`src/rtl/regfile_writeback.sv`:
```
// regfile_writeback: write-side sequencer for the 8x16 register file.
// Buffers writeback requests in a small FIFO and strobes the regfile write port
// whenever the reader leaves address_a free (rf_busy_i low). Per-register pending
// flags expose queued or in-flight writes so decode can stall on RAW hazards.
//
// Optional build macro:
//   WB_BYPASS_EN - adds a combinational forwarding port (byp_addr_i/byp_hit_o/
//                  byp_data_o) returning the youngest queued or strobing value.

module regfile_writeback #(
    parameter int unsigned DATA_W = 16,
    parameter int unsigned ADDR_W = 3,
    parameter int unsigned DEPTH  = 4
) (
    input  logic                     clk,
    input  logic                     rst_n,
    // Writeback request from execute
    input  logic                     wb_valid_i,
    output logic                     wb_ready_o,
    input  logic [ADDR_W-1:0]        wb_addr_i,
    input  logic [DATA_W-1:0]        wb_data_i,
    // Regfile write port
    input  logic                     rf_busy_i,
    output logic                     rf_write_enable_o,
    output logic [ADDR_W-1:0]        rf_address_o,
    output logic [DATA_W-1:0]        rf_write_data_o,
    // Hazard / status
    output logic [2**ADDR_W-1:0]     pending_o,
    output logic [$clog2(DEPTH):0]   count_o
`ifdef WB_BYPASS_EN
    ,
    input  logic [ADDR_W-1:0]        byp_addr_i,
    output logic                     byp_hit_o,
    output logic [DATA_W-1:0]        byp_data_o
`endif
);

    localparam int unsigned PTR_W = $clog2(DEPTH);
    localparam int unsigned CNT_W = PTR_W + 1;
    localparam int unsigned NREG  = 2**ADDR_W;

    typedef enum logic [0:0] {
        StIdle,
        StIssue
    } state_e;

    state_e              state_q, state_d;

    logic [ADDR_W-1:0]   fifo_addr_q [DEPTH];
    logic [DATA_W-1:0]   fifo_data_q [DEPTH];
    logic [PTR_W-1:0]    wr_ptr_q, wr_ptr_d;
    logic [PTR_W-1:0]    rd_ptr_q, rd_ptr_d;
    logic [CNT_W-1:0]    count_q, count_d;

    logic [ADDR_W-1:0]   rf_addr_q, rf_addr_d;
    logic [DATA_W-1:0]   rf_data_q, rf_data_d;

    logic                push;
    logic                pop;
    logic [DEPTH-1:0]    occupied;
    logic [NREG-1:0]     pending;

    // Ready depends on registered count only, so a pop in the same cycle does
    // not open a slot; this keeps valid/busy off the ready path.
    assign wb_ready_o = (count_q < CNT_W'(DEPTH));
    assign push       = wb_valid_i & wb_ready_o;
    // The same load condition applies in both states: rf_busy_i is only
    // looked at on the edge that loads the next head.
    assign pop        = (count_q != '0) & ~rf_busy_i;

    // Occupancy count and pointer advance
    always_comb begin
        count_d  = count_q;
        wr_ptr_d = wr_ptr_q + PTR_W'(push);
        rd_ptr_d = rd_ptr_q + PTR_W'(pop);
        if (push && !pop) begin
            count_d = count_q + CNT_W'(1);
        end else if (!push && pop) begin
            count_d = count_q - CNT_W'(1);
        end
    end

    // FIFO pointers, count and entry storage
    always_ff @(posedge clk or negedge rst_n) begin
        if (!rst_n) begin
            wr_ptr_q <= '0;
            rd_ptr_q <= '0;
            count_q  <= '0;
            for (int i = 0; i < int'(DEPTH); i++) begin
                fifo_addr_q[i] <= '0;
                fifo_data_q[i] <= '0;
            end
        end else begin
            wr_ptr_q <= wr_ptr_d;
            rd_ptr_q <= rd_ptr_d;
            count_q  <= count_d;
            if (push) begin
                fifo_addr_q[wr_ptr_q] <= wb_addr_i;
                fifo_data_q[wr_ptr_q] <= wb_data_i;
            end
        end
    end

    // Next-state logic: load the head into the write-port registers on pop
    always_comb begin
        state_d   = state_q;
        rf_addr_d = rf_addr_q;
        rf_data_d = rf_data_q;
        unique case (state_q)
            StIdle: begin
                if (pop) begin
                    state_d = StIssue;
                end
            end
            StIssue: begin
                // The current strobe always completes; chain the next one
                // directly for one write per cycle.
                state_d = pop ? StIssue : StIdle;
            end
            default: state_d = StIdle;
        endcase
        if (pop) begin
            rf_addr_d = fifo_addr_q[rd_ptr_q];
            rf_data_d = fifo_data_q[rd_ptr_q];
        end
    end

    // State and write-port registers; address/data hold their last value in idle
    always_ff @(posedge clk or negedge rst_n) begin
        if (!rst_n) begin
            state_q   <= StIdle;
            rf_addr_q <= '0;
            rf_data_q <= '0;
        end else begin
            state_q   <= state_d;
            rf_addr_q <= rf_addr_d;
            rf_data_q <= rf_data_d;
        end
    end

    assign rf_write_enable_o = (state_q == StIssue);
    assign rf_address_o      = rf_addr_q;
    assign rf_write_data_o   = rf_data_q;
    assign count_o           = count_q;

    // Slot i is live when its distance from the read pointer is below count
    always_comb begin
        occupied = '0;
        for (int i = 0; i < int'(DEPTH); i++) begin
            logic [PTR_W-1:0] off;
            off         = PTR_W'(i) - rd_ptr_q;
            occupied[i] = ({1'b0, off} < count_q);
        end
    end

    // Pending flags: any live entry or the in-flight strobe targeting reg r
    always_comb begin
        pending = '0;
        for (int i = 0; i < int'(DEPTH); i++) begin
            if (occupied[i]) begin
                pending[fifo_addr_q[i]] = 1'b1;
            end
        end
        if (state_q == StIssue) begin
            pending[rf_addr_q] = 1'b1;
        end
    end

    assign pending_o = pending;

`ifdef WB_BYPASS_EN
    // Forwarding: scan oldest to youngest so the youngest match overrides,
    // starting from the strobe which is older than anything still queued.
    always_comb begin
        logic [PTR_W-1:0] idx;
        byp_hit_o  = 1'b0;
        byp_data_o = '0;
        idx        = '0;
        if ((state_q == StIssue) && (rf_addr_q == byp_addr_i)) begin
            byp_hit_o  = 1'b1;
            byp_data_o = rf_data_q;
        end
        for (int a = 0; a < int'(DEPTH); a++) begin
            idx = rd_ptr_q + PTR_W'(a);
            if ((CNT_W'(a) < count_q) && (fifo_addr_q[idx] == byp_addr_i)) begin
                byp_hit_o  = 1'b1;
                byp_data_o = fifo_data_q[idx];
            end
        end
    end
`endif

endmodule

```
`config.mk`:
```
export PLATFORM = sky130hd
export DESIGN_NAME = regfile_writeback
export DESIGN_NICKNAME = d
export VERILOG_FILES = /design/src/rtl/regfile_writeback.sv
export SDC_FILE = /design/constraint.sdc
export NUM_CORES = 1
export LEC_CHECK = 0
export CORE_ASPECT_RATIO = 0.9
export CORE_MARGIN = 3
export CORE_UTILIZATION = 46
export CTS_CLUSTER_SIZE = 20
export DETAILED_ROUTE_END_ITERATION = 12
export HOLD_SLACK_MARGIN = 0.03
export PLACE_DENSITY = 0.76
export RECOVER_POWER = 25
export SLEW_MARGIN = 40
export SYNTH_ARGS = -nofsm -noshare
export SYNTH_HDL_FRONTEND = slang
export SYNTH_SLANG_ARGS = --single-unit
```
`constraint.sdc`:
```
create_clock -name clk -period 2.6 [get_ports clk]
set_clock_uncertainty 0.1 [all_clocks]
set_input_delay 0.26 -clock clk [delete_from_list [all_inputs] [get_ports clk]]
set_output_delay 0.26 -clock clk [all_outputs]
set_load 0.02 [all_outputs]
```
# After elaboration in Yosys (flattened, before gate mapping)
# Index checks and enable logic that the tools add are counted.
[word_totals]
regBits = 103
inputBits = 23
out_inout_bits = 32
wordCells = 91
[op_classes]
add_sub_neg = 8
n_lt_le_gt_ge = 18
mux = 30
n_bitwise = 9
n_reduce_logical = 12
[op_table]
columns = ["operator", "n"]
rows = [
  ["64-bit bitwise mux", 1],
  ["16-bit two-way mux", 3],
  ["8-bit two-way mux", 5],
  ["16-bit binary-select mux with 2-bit select", 1],
  ["16-bit demux with 2-bit select", 1],
  ["8-bit OR", 4],
  ["3-bit by 4-bit < comparator with 1-bit output (second input constant)", 5],
  ["1-bit demux with 3-bit select", 5],
  ["3-bit by 1-bit greater-or-equal comparator with 1-bit output (second input constant)", 5],
  ["3-bit two-way mux", 5],
  ["12-bit bitwise mux", 1],
  ["2-bit by 3-bit < comparator with 1-bit output", 4],
  ["1-bit logical AND", 8],
  ["3-bit binary-select mux with 2-bit select", 1],
  ["3-bit demux with 2-bit select", 1],
  ["3-bit greater-or-equal comparator (second input constant)", 2],
  ["1-bit two-way mux", 6],
  ["2-bit NOT with 3-bit output", 2],
  ["2-bit by 1-bit adder with 2-bit output", 2],
  ["1-bit by 2-bit subtractor with 2-bit output (first input constant)", 2],
  ["2-bit subtractor (first input constant)", 2],
  ["3-bit by 1-bit adder with 3-bit output (second input constant)", 1],
  ["3-bit by 1-bit < comparator with 1-bit output (second input constant)", 1],
  ["3-bit < comparator (second input constant)", 1],
  ["6 further kinds", 8],
]

# Depth between registers and ports, before layout
# Gate-level depths: netlist of run 1.
[logic_depth]
ltp_word = 13
depth_mapped = 10
ltp_nobuf = 9

# Least setup slack after synthesis of run 1
# No wires, ideal clock.
[synth_timing]
path_type = "register -> output"
from = "register rd_ptr_q[0]"
to = "output port pending_o[5]"
arrival_time_ps = 2103
slack_ps = 137
path_stages_with_launch = 10
path_cell_list = "dfrtp_1 -> buf_6 -> buf_6 -> xor2_1 -> inv_1 -> ha_1 -> nor2b_1 -> a211o_1 -> or3_1 -> nand4_1"
[synth_between]
elab_chain_cells = 11
word_cells_on_any_way = 17
[synth_lines]
columns = ["item", "line_no", "rtl"]
rows = [
  ["start: declaration", "52", "logic [PTR_W-1:0] rd_ptr_q, rd_ptr_d;"],
  ["start signal: assignment", "95", "rd_ptr_q <= rd_ptr_d;"],
  ["1-bit by 2-bit subtractor with 2-bit output", "151", "off = PTR_W'(i) - rd_ptr_q;"],
  ["2-bit by 3-bit < comparator with 1-bit output", "152", "occupied[i] = ({1'b0, off} < count_q);"],
  ["8-bit two-way mux", "160", "if (occupied[i]) begin"],
  ["8-bit OR (no source line)", "--", ""],
  ["8-bit two-way mux", "160", ""],
  ["8-bit OR (no source line)", "--", ""],
  ["8-bit two-way mux", "160", ""],
  ["8-bit OR (no source line)", "--", ""],
  ["8-bit two-way mux (*)", "160", ""],
  ["8-bit OR (no source line)", "--", ""],
  ["8-bit two-way mux (*)", "164", "if (state_q == StIssue) begin"],
  ["end: declaration", "28", "output logic [2**ADDR_W-1:0] pending_o,"],
]
# Mark *: on every way between the ends. The rest lies on a longest branch, timed or not.

# Worst setup path after layout of run 1
[layout_timing]
from = "register rd_ptr_q[1]"
to = "output port pending_o[1]"
# Same word-level chain as after synthesis.

==> results.yml, run 1 <==
worst_setup_path:
  critical_path.cell_chain: "xor2_2, inv_2, ha_4, nor2b_4, a211o_1, or3_1, nand4_1, buf_4"
  crit_family: "simple AND/OR/NAND/NOR gates"
  crit_path_max_incr_delay_ns: 0.44
  crit_arrival_ns: 2.31
  cp_max_fo: 4
  crit_required_ns: 2.24
  slowest_stage: "dfrtp_2"
  cp_num_buf_inv: 2
  worstSetupEndpointType: "output port"
  r2r_slack_ns: 0.58
  r2r-start: "count_o[0]$_DFFE_PN0P_"
  crit_path_start_kind: "flop"
  critical_path_class: "reg -> out"
  crit_start: "rd_ptr_q[1]$_DFF_PN0_"
routing:
  num_vias: 3162
  drt_iter0_markers: 209
  drc: 0
  viasPerCell: 5.739
  drtAntennaViolNets: 0
  firstDrtPassIters: 4
  routed_wl_um: 10860
  routedWlPerCell_um: 19.70
floorplanning:
  start_util_pct: 47.90
  dieArea_sq_um: 12140
  fp.dieW_um: 115.8
  rows: 35
  die_h_um: 104.8
  coreArea_sq_um: 10420
  ios: 55
synth:
  synth_nets: 377
  yosysWarnings: 0
  synth_ff_type: "dfrtp_1"
  synth.distinct_cells: 48
  syn-cell-area_sq_um: 4992
  async_reset_ff_share_pct: 100.0
  yosysSeqAreaShare_pct: 51.63
  synth_edf_count: 0
  ys_seq_elements: 103
  synth_area_per_cell_sq_um: 14.43
  synthCells: 346
clocking:
  cts-buffers-inserted: 9
  h-tree-depth: 3
  clkTransAtPathRegs_ns: 0.08
  cts_tree: "yes"
  cts_buffer_depth: 2
  insertion_delay_ns: 0.34
  cts.sinks: 103
  root_buffer: "clkbuf_16"
cells_and_area:
  fill_cells: 833
  final_cell_area_sq_um: 6180
  seq_area_sq_um: 2579
  nets: 448
  area_delta_synth_final_pct: 23.78
  drive_above_1_share_pct: 37.20
  multi_input_area_sq_um: 2325
  diodes: 0
status:
  violations: "setup timing"
  outcome: "complete, but fails checks"
power_and_ir_drop:
  p_switching_uw: 3271
  pwr_density_cell_nw_per_um2: 1468
  combPwrFrac_pct: 49.6
  p_sw_share_pct: 36.06
  p_seq_share_pct: 34.2
  vdd_drop_max_v: 0.0005227
  p_clk_share_pct: 16.3
  leakagePower_uw: 0.002622
  p_int_uw: 5801
placement:
  placed_area_sq_um: 5731
  pre_cts_ws_ns: -0.2368
  portBuffers: 54
  place_hpwl_um: 7032
  routabilityCongestion: 0.8707
worst_hold_path:
  worstHoldPathType: "reg -> reg"
  min_from: "fifo_data_q[34]$_DFFE_PN0P_"
timing:
  max-slew-margin-rel_pct: 28.00
  setup_slack_ns: -0.06589
  setup_viol: 4
  period_needed_ns: 2.666
  period_share_pct: 102.5
  fmax_ghz: 0.3751
  setup-tns-final_ns: -0.2306
  tightest_slew_ns: 1.080
  drv_slew: 0
  grt_setup_unrepaired: "true"
  hold_viol: 0
grt:
  grt_use_met3_pct: 4.227
  overflow: 0
  grt_pass1_wl_um: 17970
  grt_usage_pct: 18.84
  grt_use_met2_pct: 30.81
  grt_max_degree: 45
  antenna_found_initial: 0
  grt_use_met1_pct: 25.42
  busiest_layer: "met2"
  grt_pass1_vias: 3374
flow_run:
  maxCapViolCount: 0
==> power groups by stage <==
stage               sequential [uW]  clock, uW  combinational (uW)
finish                         3100       1470                4500
global route                   3230       1570                4840
CTS                            3090       1500                4270
detailed placement             3090          0                4240
global placement               3040          0                4130
floorplan                      3100          0                2700
==> what timing repair did <==
item,4_1_cts,5_1_grt
pin swaps,6,10
resized for setup,44,14
hold endpoints to repair,41,0
hold buffers,1,0
setup endpoints to repair,8,8
setup buffers,1,3
gates cloned,0,1
==> metal layers <==
layer  vias to the layer above  routed length [um]
met1                      1633                4662
met3                        14                 460
met4                         0                 149
li1                       1425                   -
met5                         -                   0
met2                        90                5586
==> cells in the mapped netlist, types with 3 or more instances <==
library cell	n	area share (%)
nand2b_1	5	0.63
buf_2	3	0.30
nand4_1	12	1.5
nand2_1	11	0.83
mux2_1	14	3.2
nor2b_1	4	0.50
mux2_4	15	4.5
xor2_1	4	0.70
or3_1	4	0.50
mux4_2	17	7.7
nand3_1	8	0.80
o21ai_0	6	0.60
buf_4	3	0.45
nor3_1	3	0.30
nor2_1	9	0.68
buf_6	6	1.4
inv_1	13	0.98
a31oi_1	5	0.63
ha_1	7	1.8
mux2_2	62	14
dfrtp_1	103	52
==> cells by family (layout without fill, tap and decap cells) <==
family	count (synthesis)	in the layout	synth area share (%)
AO/OA/AOI/OAI	23	23	3.158
XOR/XNOR	6	6	1.053
adder cells (fa/ha/maj)	8	8	2.155
buffers and inverters	28	104	3.533
flip-flops	103	103	51.63
multiplexers	110	110	30.38
AND/OR/NAND/NOR	68	68	8.095
==> path summary, 6_finish.rpt <==
kind | to | cells after the start
worst max-delay path | pending_o[1] | 8
worst min-delay path | fifo_data_q[34]$_DFFE_PN0P_ | 1
worst max register to register | count_o[2]$_DFFE_PN0P_ | 9
worst min register to register | fifo_data_q[34]$_DFFE_PN0P_ | 1
max in group asynchronous | fifo_data_q[51]$_DFFE_PN0P_ | 3
min in group asynchronous | rf_write_data_o[1]$_DFFE_PN0P_ | 2
==> cell type report <==
type,instances,area share [%]
clock buffer,9,3.644
clock inverter,7,1.681
inverter,13,0.7896
multi-input combinational,215,37.62
sequential,103,41.73
tap,129,2.612
timing repair buffer,75,11.93
==> stage by stage <==
stage	power, uW	util, %	std cells	hold slack, ns
finish	9073	59.29	551	0.3901
global route	9634	59.29	551	0.4191
CTS	8860	58.51	548	0.3862
detailed placement	7326	54.98	530	0.2037
global placement	7163	54.98	530	0.1918
floorplan	5792	-	346	-0.1356
==> sequential cells by signal (all words and copies together), names as in the netlist <==
name               flops
count_o                3
rd_ptr_q               2
fifo_data_q           64
rf_write_enable_o      1
rf_address_o           3
wr_ptr_q               2
fifo_addr_q           12
rf_write_data_o       16
==> layout by cell type, fill, tap and decap left out, drive strengths merged, types with 10 or more instances in the layout <==
cell / instances
mux2: 91
buf: 27
inv: 15
mux4: 19
nor2: 10
dfrtp: 103
clkbuf: 11
nand4: 12
nand2: 12
clkdlybuf4s50: 45
Note: power is estimated with default switching activity, not from simulation.
==> run 2, diff against run 1 <==
==> constraint.sdc (replaced) <==
create_clock -name clk -period 2.6 [get_ports clk]
set_clock_uncertainty 0.1 [all_clocks]
set_input_delay 0.26 -clock clk [delete_from_list [all_inputs] [get_ports clk]]
set_output_delay 0.26 -clock clk [all_outputs]
set_load 0.01 [all_outputs]
==> run 2 against run 1 <==
Compared with the run above: the run still ends with setup timing left; critical path depth unchanged; flip-flop and latch count unchanged; first-iteration DRC count decreased by 16%; non-clock buffer count decreased by 2; global-route usage decreased by 0.21 points; via count decreased by 0.16%; die area unchanged; register-to-register slack got worse by 0.02 ns; clock power decreased by 6%; cell count decreased by 0.36%; hold slack improved by 0.0077 ns; core utilization decreased by 0.67 points; highest routed layer unchanged.
==> results.yml, run 2 (synthesis gave the netlist of run 1 again) <==
timing:
  hold_viol: 0
  drv_slew: 0
  grt_setup_unrepaired: "true"
  period_share_pct: 100.7
  max-slew-margin-rel_pct: 24.56
  timing.hold.ws_ns: 0.3978
  setup_viol: 3
  setup_slack_ns: -0.01830
  period_needed_ns: 2.618
  fmax_ghz: 0.3819
  tightest_slew_ns: 1.132
routing:
  num_vias: 3157
  firstDrtPassIters: 4
  viasPerCell: 5.750
  drt_iter0_markers: 176
  drc: 0
  routedWlPerCell_um: 19.75
  drtAntennaViolNets: 0
  routed_wl_um: 10840
cells_and_area:
  final_common_cell: "dfrtp_1"
  area_delta_synth_final_pct: 22.38
  diodes: 0
  layout.cells.non_filler: 549
  largest_register_ff_count: 64
  fill_cells: 823
  final_core_util_pct: 58.62
  drive_above_1_share_pct: 35.24
  top_register: "fifo_data_q"
  layout_common_cells: "dfrtp_1, mux2_2, clkdlybuf4s50_1"
  nets: 446
power_and_ir_drop:
  vdd_drop_max_v: 0.0005429
  pwr_density_cell_nw_per_um2: 1405
  p_clk_share_pct: 16.1
  leakagePower_uw: 0.002590
  p_int_uw: 5626
  p_seq_share_pct: 36.2
  p_switching_uw: 2958
  combPwrFrac_pct: 47.7
  p_sw_share_pct: 34.46
placement:
  routabilityCongestion: 0.8692
  pre_cts_ws_ns: -0.1281
  place_hpwl_um: 7121
  dp_cells: 530
  portBuffers: 54
floorplanning:
  coreArea_sq_um: 10420
  start_util_pct: 47.90
  fp.dieW_um: 115.8
  ios: 55
  rows: 35
  die_h_um: 104.8
  dieArea_sq_um: 12140
clocking:
  cts_tree: "yes"
  clkTransAtPathRegs_ns: 0.07
  cts.sinks: 103
  h-tree-depth: 3
  insertion_delay_ns: 0.33
  cts_buffer_depth: 2
  cts-buffers-inserted: 9
  root_buffer: "clkbuf_16"
grt:
  grt_usage_pct: 18.63
  grt_max_degree: 45
  antenna_found_initial: 0
  overflow: 0
  grt_pass1_vias: 3377
  grt_pass1_wl_um: 17490
status:
  outcome: "complete, but fails checks"
  violations: "setup timing"
worst_setup_path:
  cp_max_fo: 4
  critical_path_class: "reg -> out"
  crit_required_ns: 2.24
  worstSetupEndpointType: "output port"
  crit_arrival_ns: 2.26
  crit_path_start_kind: "flop"
worst_hold_path:
  worstHoldPathType: "reg -> reg"
flow_run:
  maxCapViolCount: 0
[run 2: cell types whose count changed in the layout (fill, tap and decap cells not counted), moves of 2 or more]
cell	before	now
clkbuf_8	0	2
buf_4	19	13
buf_2	2	7
buf_6	3	1
[run 2: layout make-up]
type	count	area, sq um	share of cell area, %
Sequential cell	103	2577	42.19
Timing Repair Buffer	73	699.4	11.45
Clock inverter	4	51.30	0.8396
Tap cell	129	161.4	2.642
Multi-Input combinational cell	215	2315	37.89
Clock buffer	12	256.5	4.198
Inverter	13	48.80	0.7987
[run 2: per-stage QoR]
step                cell area, sq um  total power, uW  setup TNS, ns
global placement                5731             6903        -0.2622
floorplan                       4992             5533              0
global route                    6110             9084        -0.7286
finish                          6110             8584       -0.03731
detailed placement              5731             7074        -0.4560
CTS                             6067             8489        -0.3054
[run 2: timing repair]
item | 4_1_cts | 5_1_grt
setup endpoints to repair | 8 | 8
hold buffers | 1 | 0
gates resized for setup | 36 | 7
setup buffers | 2 | 0
hold endpoints to repair | 41 | 0
pin swaps | 4 | 4
[run 2: path summary, 6_finish.rpt]
path | startpoint | end | cells past startpoint | slack, ns
setup / recovery | rd_ptr_q[1]$_DFF_PN0_ | pending_o[5] | 8 | -0.02
min in group asynchronous | rst_n | rf_write_data_o[1]$_DFFE_PN0P_ | 2 | 0.58
max in group asynchronous | rst_n | fifo_data_q[59]$_DFFE_PN0P_ | 3 | 0.96
setup reg to reg | count_o[2]$_DFFE_PN0P_ | count_o[2]$_DFFE_PN0P_ | 9 | 0.56
hold reg to reg | fifo_data_q[12]$_DFFE_PN0P_ | fifo_data_q[12]$_DFFE_PN0P_ | 1 | 0.40
hold / removal | fifo_data_q[12]$_DFFE_PN0P_ | fifo_data_q[12]$_DFFE_PN0P_ | 1 | 0.40
[run 2: layer usage]
layer	vias up	global-route usage [%]	share of wire, %
met1	1662	25.17	44
met2	65	30.20	50
met4	0	5.717	1.6
met5	-	0	0
li1	1420	-	-
met3	10	3.937	3.9
[run 2: power groups by stage]
stage	clock network [uW]	registers (uW)	logic, uW
floorplan	0	2960	2570
global placement	0	3040	3870
detailed placement	0	3100	3970
CTS	1410	3100	3980
global route	1460	3220	4400
finish	1380	3110	4090
[run 2: worst max-delay path, cell delays in order (launching register included)]
cell and delay [ns]:
dfrtp_1 0.40, xor2_1 0.19, inv_1 0.10, ha_4 0.21, nor2b_4 0.13, a211o_1 0.34, or3_1 0.33, nand4_1 0.09
buf_2 0.13
